--- src/rtl/la_rle_expander_if.sv ---
// Stream bundle between the logic analyzer, the RLE expander and the sample consumer.
// The slave modport is the expander's view; the master modport is the environment's view.
interface la_rle_expander_if #(
    parameter int pSIG_W = 24,
    parameter int pRC_W  = 8
);
    logic [pRC_W+pSIG_W-1:0] s_tdata;
    logic                    s_tvalid;
    logic                    s_tlast;
    logic                    s_tready;
    logic [pSIG_W-1:0]       o_sample;
    logic                    o_valid;
    logic                    o_ready;
    logic                    o_ovf;
    logic                    o_last;

    modport slave (
        input  s_tdata, s_tvalid, s_tlast, o_ready,
        output s_tready, o_sample, o_valid, o_ovf, o_last
    );

    modport master (
        output s_tdata, s_tvalid, s_tlast, o_ready,
        input  s_tready, o_sample, o_valid, o_ovf, o_last
    );
endinterface

--- src/rtl/la_rle_expander.sv ---
// Run-length expander for logic-analyzer trace words.
// Each word {rc, sample} is replayed as rc consecutive output samples.
// rc == 0 is an overflow marker: it emits nothing and flags the next sample.
module la_rle_expander #(
    parameter int pSIG_W = 24,
    parameter int pRC_W  = 8
) (
    input  logic                  axi_clk,
    input  logic                  axi_reset_n,
    input  logic                  enable,
    la_rle_expander_if.slave      bus,
    output logic [31:0]           sample_cnt,
    output logic [15:0]           ovf_cnt
);

    typedef enum logic {
        IDLE   = 1'b0,
        EXPAND = 1'b1
    } state_t;

    state_t              r_state;
    state_t              w_state_nxt;
    logic [pRC_W-1:0]    r_rem;
    logic [pRC_W-1:0]    w_rem_nxt;
    logic [pSIG_W-1:0]   r_sample;
    logic                r_tlast;
    logic                r_ovf_pend;

    logic [pRC_W-1:0]    w_rc;
    logic [pSIG_W-1:0]   w_smp;
    logic                w_ready;
    logic                w_in_fire;
    logic                w_out_fire;
    logic                w_load;
    logic                w_marker;
    logic                w_rem_one;

    assign w_rc      = bus.s_tdata[pRC_W+pSIG_W-1 -: pRC_W];
    assign w_smp     = bus.s_tdata[pSIG_W-1:0];
    assign w_rem_one = (r_rem == pRC_W'(1));

    // Ready is combinational so the next word is taken on the cycle the last
    // sample of the current one leaves: no bubble between words. Gated by reset
    // so the analyzer sees ready low for the whole reset window.
    assign w_ready    = axi_reset_n & enable &
                        ((r_state == IDLE) | ((r_state == EXPAND) & w_rem_one & bus.o_ready));
    assign w_in_fire  = bus.s_tvalid & w_ready;
    assign w_load     = w_in_fire & (w_rc != '0);
    assign w_marker   = w_in_fire & (w_rc == '0);
    assign w_out_fire = (r_state == EXPAND) & bus.o_ready;

    // Next state and remaining count: load on a new word, count down per delivery.
    always_comb begin
        w_state_nxt = r_state;
        w_rem_nxt   = r_rem;
        case (r_state)
            IDLE: begin
                if (w_load) begin
                    w_state_nxt = EXPAND;
                    w_rem_nxt   = w_rc;
                end
            end
            EXPAND: begin
                if (w_out_fire) begin
                    if (w_load) begin
                        w_rem_nxt = w_rc;
                    end else if (w_rem_one) begin
                        w_state_nxt = IDLE;
                        w_rem_nxt   = '0;
                    end else begin
                        w_rem_nxt = r_rem - pRC_W'(1);
                    end
                end
            end
            default: begin
                w_state_nxt = IDLE;
                w_rem_nxt   = '0;
            end
        endcase
    end

    // State and remaining-count registers; enable low is a synchronous soft clear.
    always_ff @(posedge axi_clk or negedge axi_reset_n) begin
        if (!axi_reset_n) begin
            r_state <= IDLE;
            r_rem   <= '0;
        end else if (!enable) begin
            r_state <= IDLE;
            r_rem   <= '0;
        end else begin
            r_state <= w_state_nxt;
            r_rem   <= w_rem_nxt;
        end
    end

    // Sample and tlast of the word being expanded; only a non-zero word loads them.
    always_ff @(posedge axi_clk or negedge axi_reset_n) begin
        if (!axi_reset_n) begin
            r_sample <= '0;
            r_tlast  <= 1'b0;
        end else if (!enable) begin
            r_tlast  <= 1'b0;
        end else if (w_load) begin
            r_sample <= w_smp;
            r_tlast  <= bus.s_tlast;
        end
    end

    // Overflow pending: set by a marker, cleared once the flagged sample leaves.
    // Markers are only accepted in IDLE or on a final delivery, so any delivery
    // while pending is the first sample of the following word; a marker arriving
    // with that delivery must win.
    always_ff @(posedge axi_clk or negedge axi_reset_n) begin
        if (!axi_reset_n) begin
            r_ovf_pend <= 1'b0;
        end else if (!enable) begin
            r_ovf_pend <= 1'b0;
        end else if (w_marker) begin
            r_ovf_pend <= 1'b1;
        end else if (w_out_fire) begin
            r_ovf_pend <= 1'b0;
        end
    end

    // Delivered-sample counter, free-running modulo 2^32.
    always_ff @(posedge axi_clk or negedge axi_reset_n) begin
        if (!axi_reset_n) begin
            sample_cnt <= '0;
        end else if (!enable) begin
            sample_cnt <= '0;
        end else if (w_out_fire) begin
            sample_cnt <= sample_cnt + 32'd1;
        end
    end

    // Overflow-marker counter, sticks at all-ones.
    always_ff @(posedge axi_clk or negedge axi_reset_n) begin
        if (!axi_reset_n) begin
            ovf_cnt <= '0;
        end else if (!enable) begin
            ovf_cnt <= '0;
        end else if (w_marker && (ovf_cnt != 16'hFFFF)) begin
            ovf_cnt <= ovf_cnt + 16'd1;
        end
    end

    assign bus.s_tready = w_ready;
    assign bus.o_valid  = (r_state == EXPAND);
    assign bus.o_sample = r_sample;
    assign bus.o_ovf    = (r_state == EXPAND) & r_ovf_pend;
    assign bus.o_last   = (r_state == EXPAND) & w_rem_one & r_tlast;

endmodule
--- src/flat_wrapper.sv ---
// flat-port wrapper written by rule: the top's interface ports become plain ports
module la_rle_expander_flat 
#(
    parameter int pSIG_W = 24,
    parameter int pRC_W  = 8
)
  (axi_clk, axi_reset_n, enable, sample_cnt, ovf_cnt, bus_s_tdata, bus_s_tvalid, bus_s_tlast, bus_o_ready, bus_s_tready, bus_o_sample, bus_o_valid, bus_o_ovf, bus_o_last);
  la_rle_expander_if #(.pSIG_W(pSIG_W), .pRC_W(pRC_W)) bus_i ();
  input  logic axi_clk;
  input  logic axi_reset_n;
  input  logic enable;
  output logic [31:0] sample_cnt;
  output logic [15:0] ovf_cnt;
  input wire logic [$bits(bus_i.s_tdata)-1:0] bus_s_tdata;
  input wire logic [$bits(bus_i.s_tvalid)-1:0] bus_s_tvalid;
  input wire logic [$bits(bus_i.s_tlast)-1:0] bus_s_tlast;
  input wire logic [$bits(bus_i.o_ready)-1:0] bus_o_ready;
  output wire logic [$bits(bus_i.s_tready)-1:0] bus_s_tready;
  output wire logic [$bits(bus_i.o_sample)-1:0] bus_o_sample;
  output wire logic [$bits(bus_i.o_valid)-1:0] bus_o_valid;
  output wire logic [$bits(bus_i.o_ovf)-1:0] bus_o_ovf;
  output wire logic [$bits(bus_i.o_last)-1:0] bus_o_last;
  assign bus_i.s_tdata = bus_s_tdata;
  assign bus_i.s_tvalid = bus_s_tvalid;
  assign bus_i.s_tlast = bus_s_tlast;
  assign bus_i.o_ready = bus_o_ready;
  assign bus_s_tready = bus_i.s_tready;
  assign bus_o_sample = bus_i.o_sample;
  assign bus_o_valid = bus_i.o_valid;
  assign bus_o_ovf = bus_i.o_ovf;
  assign bus_o_last = bus_i.o_last;
  la_rle_expander #(.pSIG_W(pSIG_W), .pRC_W(pRC_W)) u_core (.axi_clk(axi_clk), .axi_reset_n(axi_reset_n), .enable(enable), .bus(bus_i), .sample_cnt(sample_cnt), .ovf_cnt(ovf_cnt));
endmodule
--- config.mk ---
export PLATFORM = sky130hd
export DESIGN_NAME = la_rle_expander_flat
export DESIGN_NICKNAME = d
export VERILOG_FILES = /design/src/rtl/la_rle_expander_if.sv /design/src/rtl/la_rle_expander.sv /design/src/flat_wrapper.sv
export SDC_FILE = /design/constraint.sdc
export NUM_CORES = 1
export LEC_CHECK = 0
export BUFFER_PORTS_ARGS = -buffer_cell sky130_fd_sc_hd__buf_2
export CAP_MARGIN = 5
export CORE_MARGIN = 4
export CORE_UTILIZATION = 40
export DETAILED_ROUTE_END_ITERATION = 6
export GPL_TIMING_DRIVEN = 0
export PLACE_DENSITY_LB_ADDON = 0.2
export SYNTH_ARGS = -nofsm -noshare
export SYNTH_HDL_FRONTEND = slang
export SYNTH_SLANG_ARGS = --single-unit
export TNS_END_PERCENT = 5
--- constraint.sdc ---
create_clock -name axi_clk -period 4.43 [get_ports axi_clk]
set_input_delay 0.2215 -clock axi_clk [delete_from_list [all_inputs] [get_ports axi_clk]]
set_output_delay 0.2215 -clock axi_clk [all_outputs]
set_load 0.02 [all_outputs]
After elaboration in Yosys (flattened, before gate mapping). Cells that the tools add are included.

Word-level logic and storage cells: 56. Memories: 0. ROM bits: 0. Output and inout bits: 76. Latch bits: 0. Register bits: 83. RAM bits: 0. Bits of input ports: 38.

Reduce and logical (&&, ||, !) cells: 5. Muxes and demuxes: 21. Shift-type cells: 0. $lt $le $gt $ge: 0. Equal/unequal tests: 8. Add/sub/neg operators: 3. Bitwise operators: 12. Divide/modulo/power cells: 0. $mul: 0.

Operators with widths (count): $mux W32 (2); $mux W8 (5); $add A32 B1 Y32 const B (1); $mux W16 (2); $add A16 B1 Y16 const B (1); $ne A16 B16 Y1 const B (1); $pmux W8 S2 (1); $and A1 B1 Y1 (10); $mux W1 (10); $eq A8 B1 Y1 const B (1); $logic_not A8 Y1 (1); $reduce_bool A8 Y1 (1); $sub A8 B1 Y8 const B (1); $ne A2 B1 Y1 const B (3); $reduce_and A2 Y1 (2); $ne A3 B1 Y1 const B (1); $ne A3 B2 Y1 const B (1); $ne A3 B3 Y1 const B (1); $pmux W1 S2 (1); $logic_and A1 B1 Y1 (1); $not A1 Y1 (1); $or A1 B1 Y1 (1).

Depth between registers and ports, before layout.
Depth in word-level cells: 11. Mapped depth: 8. Gate-level depth less buffers: 7.

Least setup slack after synthesis. No wires, ideal clock.

Kind: register to register. From: register u_core.r_rem[1]. To: register u_core.ovf_cnt[15]. Data arrival time: 2.326 ns. Stages on the path, launching flop included: 9. Data required time: 4.310 ns. Path slack: 1.983 ns. Cells stage by stage: dfrtp_1 -> inv_1 -> ha_1 -> nor4b_4 -> a31oi_1 -> or4_1 -> buf_2 -> or4_1 -> o211a_1.

Word-level cells in the longest chain between the ends: 9.

RTL lines: start: declaration (line la_rle_expander.sv:23) `logic [pRC_W-1:0] r_rem;`; start signal: assignment (line la_rle_expander.sv:92) `r_rem <= w_rem_nxt;`; $eq A8 B1 Y1 (line la_rle_expander.sv:40) `assign w_rem_one = (r_rem == pRC_W'(1));`; $and A1 B1 Y1 (2 in series) (line la_rle_expander.sv:46) `((r_state == IDLE) | ((r_state == EXPAND) & w_rem_one & bus.o_ready));`; $or A1 B1 Y1 (line la_rle_expander.sv:46); $and A1 B1 Y1 (line la_rle_expander.sv:45) `assign w_ready = axi_reset_n & enable &`; $and A1 B1 Y1 (line la_rle_expander.sv:47) `assign w_in_fire = bus.s_tvalid & w_ready;`; $and A1 B1 Y1 (line la_rle_expander.sv:49) `assign w_marker = w_in_fire & (w_rc == '0);`; $logic_and A1 B1 Y1 (line la_rle_expander.sv:142) `end else if (w_marker && (ovf_cnt != 16'hFFFF)) begin`; $ne A2 B1 Y1 (no source line); end signal: assignment (line la_rle_expander.sv:143) `ovf_cnt <= ovf_cnt + 16'd1;`; end: declaration (line la_rle_expander.sv:13) `output logic [15:0] ovf_cnt`.

Every way passes these cells. A chain may end at the register's enable or synchronous reset.

Worst setup path after layout.
From: register u_core.r_rem[1]. To: register u_core.r_sample[8] (netlist: u_core.bus.o_sample[8]).

Word-level cells in the longest chain between the ends: 8.

RTL lines: $eq A8 B1 Y1 (line la_rle_expander.sv:40); $and A1 B1 Y1 (2 in series) (line la_rle_expander.sv:46); $or A1 B1 Y1 (line la_rle_expander.sv:46); $and A1 B1 Y1 (line la_rle_expander.sv:45); $and A1 B1 Y1 (line la_rle_expander.sv:47); $and A1 B1 Y1 (line la_rle_expander.sv:48) `assign w_load = w_in_fire & (w_rc != '0);`; $reduce_and A2 Y1 (no source line); end signal: assignment (line la_rle_expander.sv:104) `r_sample <= w_smp;`; end: declaration (line la_rle_expander.sv:25) `logic [pSIG_W-1:0] r_sample;`.

Every way passes these cells.

==> impl_metrics.csv <==
group,metric,value,unit
run_status,outcome,"finished, final reports clean",
clock_tree,clockBufferDepth,2,
timing,tightestPinTransition,0.944,ns
drt,dr.pass1.iters,4,
timing,setup_ws,1.60,ns
worst_setup_path,setup.worst_path.class,"flip-flop to flip-flop",
synthesis,synthesis.area,4140,µm²
synthesis,synth.largest_area_cell,"dfrtp_1",
pwr,powerDensity,329,nW/µm²
clock_tree,path_clk_slew,0.09,ns
synthesis,yosys-top-cells-area,"dfrtp_1, mux2_2, xor2_1",
pwr,pwr-share-comb,18.5,%
pwr,ir_drop,0.204,mV
synthesis,synth-seq-cells,83,
timing,slew-limit-headroom,36.5,%
flow_run,maxCapViolations,0,
global_routing,grt_busiest_layer,"met2",
global_routing,grt_pass1_vias,3565,
layout,fin_area,5080,µm²
pwr,p_leak,2.38,nW
timing,final.setup_skew,0.0128,ns
timing,timing.setup.tns,0,ns
layout,diodes,0,
placement,placed_cells,654,
drt,vias,3573,
layout,syn2layout_area_growth,22.8,%
layout,layout_commonest_cell,"buf_2",
floorplan,design.core.area,9910,µm²
placement,dpl-instance-area,4900,µm²
synthesis,yosys_warnings,0,
synthesis,syn_area_per_cell,10.2,µm²
global_routing,use_met3,4.82,%
floorplan,dieArea,12000,µm²
drt,drcViolationCount,0,
clock_tree,ctsRootBufferMaster,"clkbuf_8",
placement,place_ws,1.61,ns
global_routing,grt_usage,18.5,%
synthesis,netlist.area_leader.share,50.2,%
pwr,clock_power_share,30.1,%
floorplan,initial_core_util,41.7,%
synthesis,ys.flop_type,"dfrtp_1",
placement,gp_congestion,0.801,
worst_setup_path,worstPathMaxFanout,10,
pwr,power_switching,0.510,mW
worst_setup_path,crit_family,"simple AND/OR/NAND/NOR gates",
worst_setup_path,required,4.68,ns
placement,io_buffer_count,113,
timing,post-route-min-period,2.83,ns
global_routing,antenna_found_initial,0,
clock_tree,cts.sinks,83,
floorplan,ios,114,
floorplan,chipHeight,110,µm
worst_setup_path,path_cells,"inv_1 > ha_1 > nor4b_4 > a31oi_1 > nor3_2 > clkbuf_1 > mux2_2",
drt,ant_nets,0,
placement,hpwl,7.71,mm
timing,slew_violations,0,
synthesis,synth_edf_count,0,
layout,drive_gt1_share,30.1,%
timing,post-route-period-util,63.8,%
global_routing,use_met1,24.4,%
layout,fin_util,51.3,%
global_routing,grt_pass1_wl,17.5,mm
layout,fin_nets,575,
global_routing,grt_max_degree,52,
pwr,internal_power,1.16,mW
worst_setup_path,cp-end-kind,"flip-flop",
worst_setup_path,crit_buf_inv,2,
min_path,hold_class,"input pin to flip-flop",
layout,regArea,2080,µm²
global_routing,grt.overflow.total,0,
clock_tree,htreeDepth,3,
pwr,seqPwrFrac,51.4,%
worst_setup_path,cp.arrival,3.07,ns
timing,setup_viol,0,
drt,drt-initial-drc-count,149,
clock_tree,cts_buffers,9,
worst_setup_path,critical-path-max-stage-delay,0.67,ns
drt,vias_per_cell,5.32,
synthesis,seq_area_frac_synth,50.2,%
drt,wl_per_cell,15.9,µm
layout,multi_input_area,1970,µm²
synthesis,ys_async_sr_fraction,100,%
synthesis,mappedNetlistNets,449,
layout,fillers,943,
worst_setup_path,crit_slowest_cell,"nor3_2",
clock_tree,tritoncts,"built",
floorplan,rows,36,
worst_setup_path,cp-start-kind,"flip-flop",
timing,rsz0062_at_grt,"no",
pwr,p_sw_share,30.5,%
global_routing,met2_usage,28.8,%
clock_tree,cts_setup_buffers,0,
synthesis,synthCells,407,
timing,hold_viol,0,
synthesis,synth_cell_types,45,
clock_tree,insertion_delay,0.36,ns
layout,final_cells,671,
layout,final_cell_mix,"buf_2, dfrtp_1, nor2_1",
timing,fmax,0.354,GHz
clock_tree,cts_resized,0,
floorplan,die_x,110,µm
drt,drt-total-wl,10.7,mm
[kinds of logic after synthesis]
logic type / after synthesis / share of synthesized area, %
adder cells (fa/ha/maj): 4 / 1.21
AO/OA/AOI/OAI: 53 / 8.38
flip-flops: 83 / 50.2
AND/OR/NAND/NOR: 186 / 24.1
buffers and inverters: 23 / 2.18
multiplexers: 29 / 7.74
XOR/XNOR: 29 / 6.14
[worst min-delay path, cell delays in order]
cell and delay, ns:
buf_2 0.07, nand2_1 0.04, o21ai_0 0.05
[final timing paths]
path,start,endpoint,slack (ns),cells after the start
setup / recovery,u_core.r_rem[1]$_DFFE_PN0P_,u_core.bus.o_sample[8]$_DFFE_PN0P_,1.60,7
hold / removal,bus_s_tlast,u_core.r_tlast$_DFFE_PN0P_,0.06,3
setup reg to reg,u_core.r_rem[1]$_DFFE_PN0P_,u_core.bus.o_sample[8]$_DFFE_PN0P_,1.60,7
hold reg to reg,u_core.bus.o_sample[18]$_DFFE_PN0P_,u_core.bus.o_sample[18]$_DFFE_PN0P_,0.51,1
max in group asynchronous,axi_reset_n,u_core.ovf_cnt[10]$_DFFE_PN0P_,3.44,3
min in group asynchronous,axi_reset_n,u_core.bus.o_sample[5]$_DFFE_PN0P_,0.36,2
[per-layer routing]
metal / up-vias / wire length, µm
met1: 1747 / 4770
met3: 15 / 653
li1: 1725 / -
met4: 0 / 194
met5: - / 0
met2: 86 / 5030
[power by group through the flow]
stage | clock (mW) | sequential [mW] | combinational, mW
after detailed placement | 0 | 0.872 | 0.314
after global placement | 0 | 0.870 | 0.306
after CTS | 0.519 | 0.860 | 0.315
after global routing | 0.551 | 0.868 | 0.339
after floorplan | 0 | 0.938 | 0.119
final | 0.504 | 0.860 | 0.309
[per-stage QoR]
stage,power (mW),hold WS [ns]
final,1.67,0.0554
after global placement,1.18,0.434
after floorplan,1.06,-0.0741
after CTS,1.69,0.0410
after global routing,1.76,0.0677
after detailed placement,1.19,0.216
[synth_stat cells (2+ instances only)]
library cell	count
dfrtp_1	83
nor2_1	42
nand2_1	39
xor2_1	25
mux2_2	24
nand4_1	21
nand3_1	19
o21ai_0	14
a21oi_1	13
and3_1	9
clkbuf_1	9
inv_1	8
nor3_1	8
and2_1	7
or3_1	7
nand2b_1	6
o31ai_1	6
or4_1	6
and4_1	5
mux2i_1	5
a31oi_1	4
ha_1	4
nor4_1	4
o311ai_0	4
xnor2_1	4
buf_1	3
buf_2	3
nor3b_1	3
a211o_1	2
nor3_2	2
nor4b_1	2
o211ai_1	2
o41ai_1	2
[registers in the layout, summed over array words and instances (netlist names)]
| name | cells |
|---|---|
| u_core.bus.o_sample | 24 |
| u_core.bus.o_valid | 1 |
| u_core.r_tlast | 1 |
| u_core.r_ovf_pend | 1 |
| u_core.sample_cnt | 32 |
| u_core.ovf_cnt | 16 |
| u_core.r_rem | 8 |
[timing repair]
action / 4_1_cts / 5_1_grt
hold buffers: 1 / 0
endpoints found under the hold margin: 32 / 0
endpoints found under the setup margin: 0 / 0
[final cells by class]
| cell class | count | share of cell area (%) |
|---|---|---|
| Timing Repair Buffer | 115 | 11.9 |
| Buffer | 15 | 1.18 |
| Inverter | 8 | 0.591 |
| Clock inverter | 4 | 0.517 |
| Tap cell | 133 | 3.28 |
| Clock buffer | 12 | 2.86 |
| Sequential cell | 83 | 40.9 |
| Multi-Input combinational cell | 301 | 38.8 |
No activity file was read; power rests on OpenSTA's default activity.
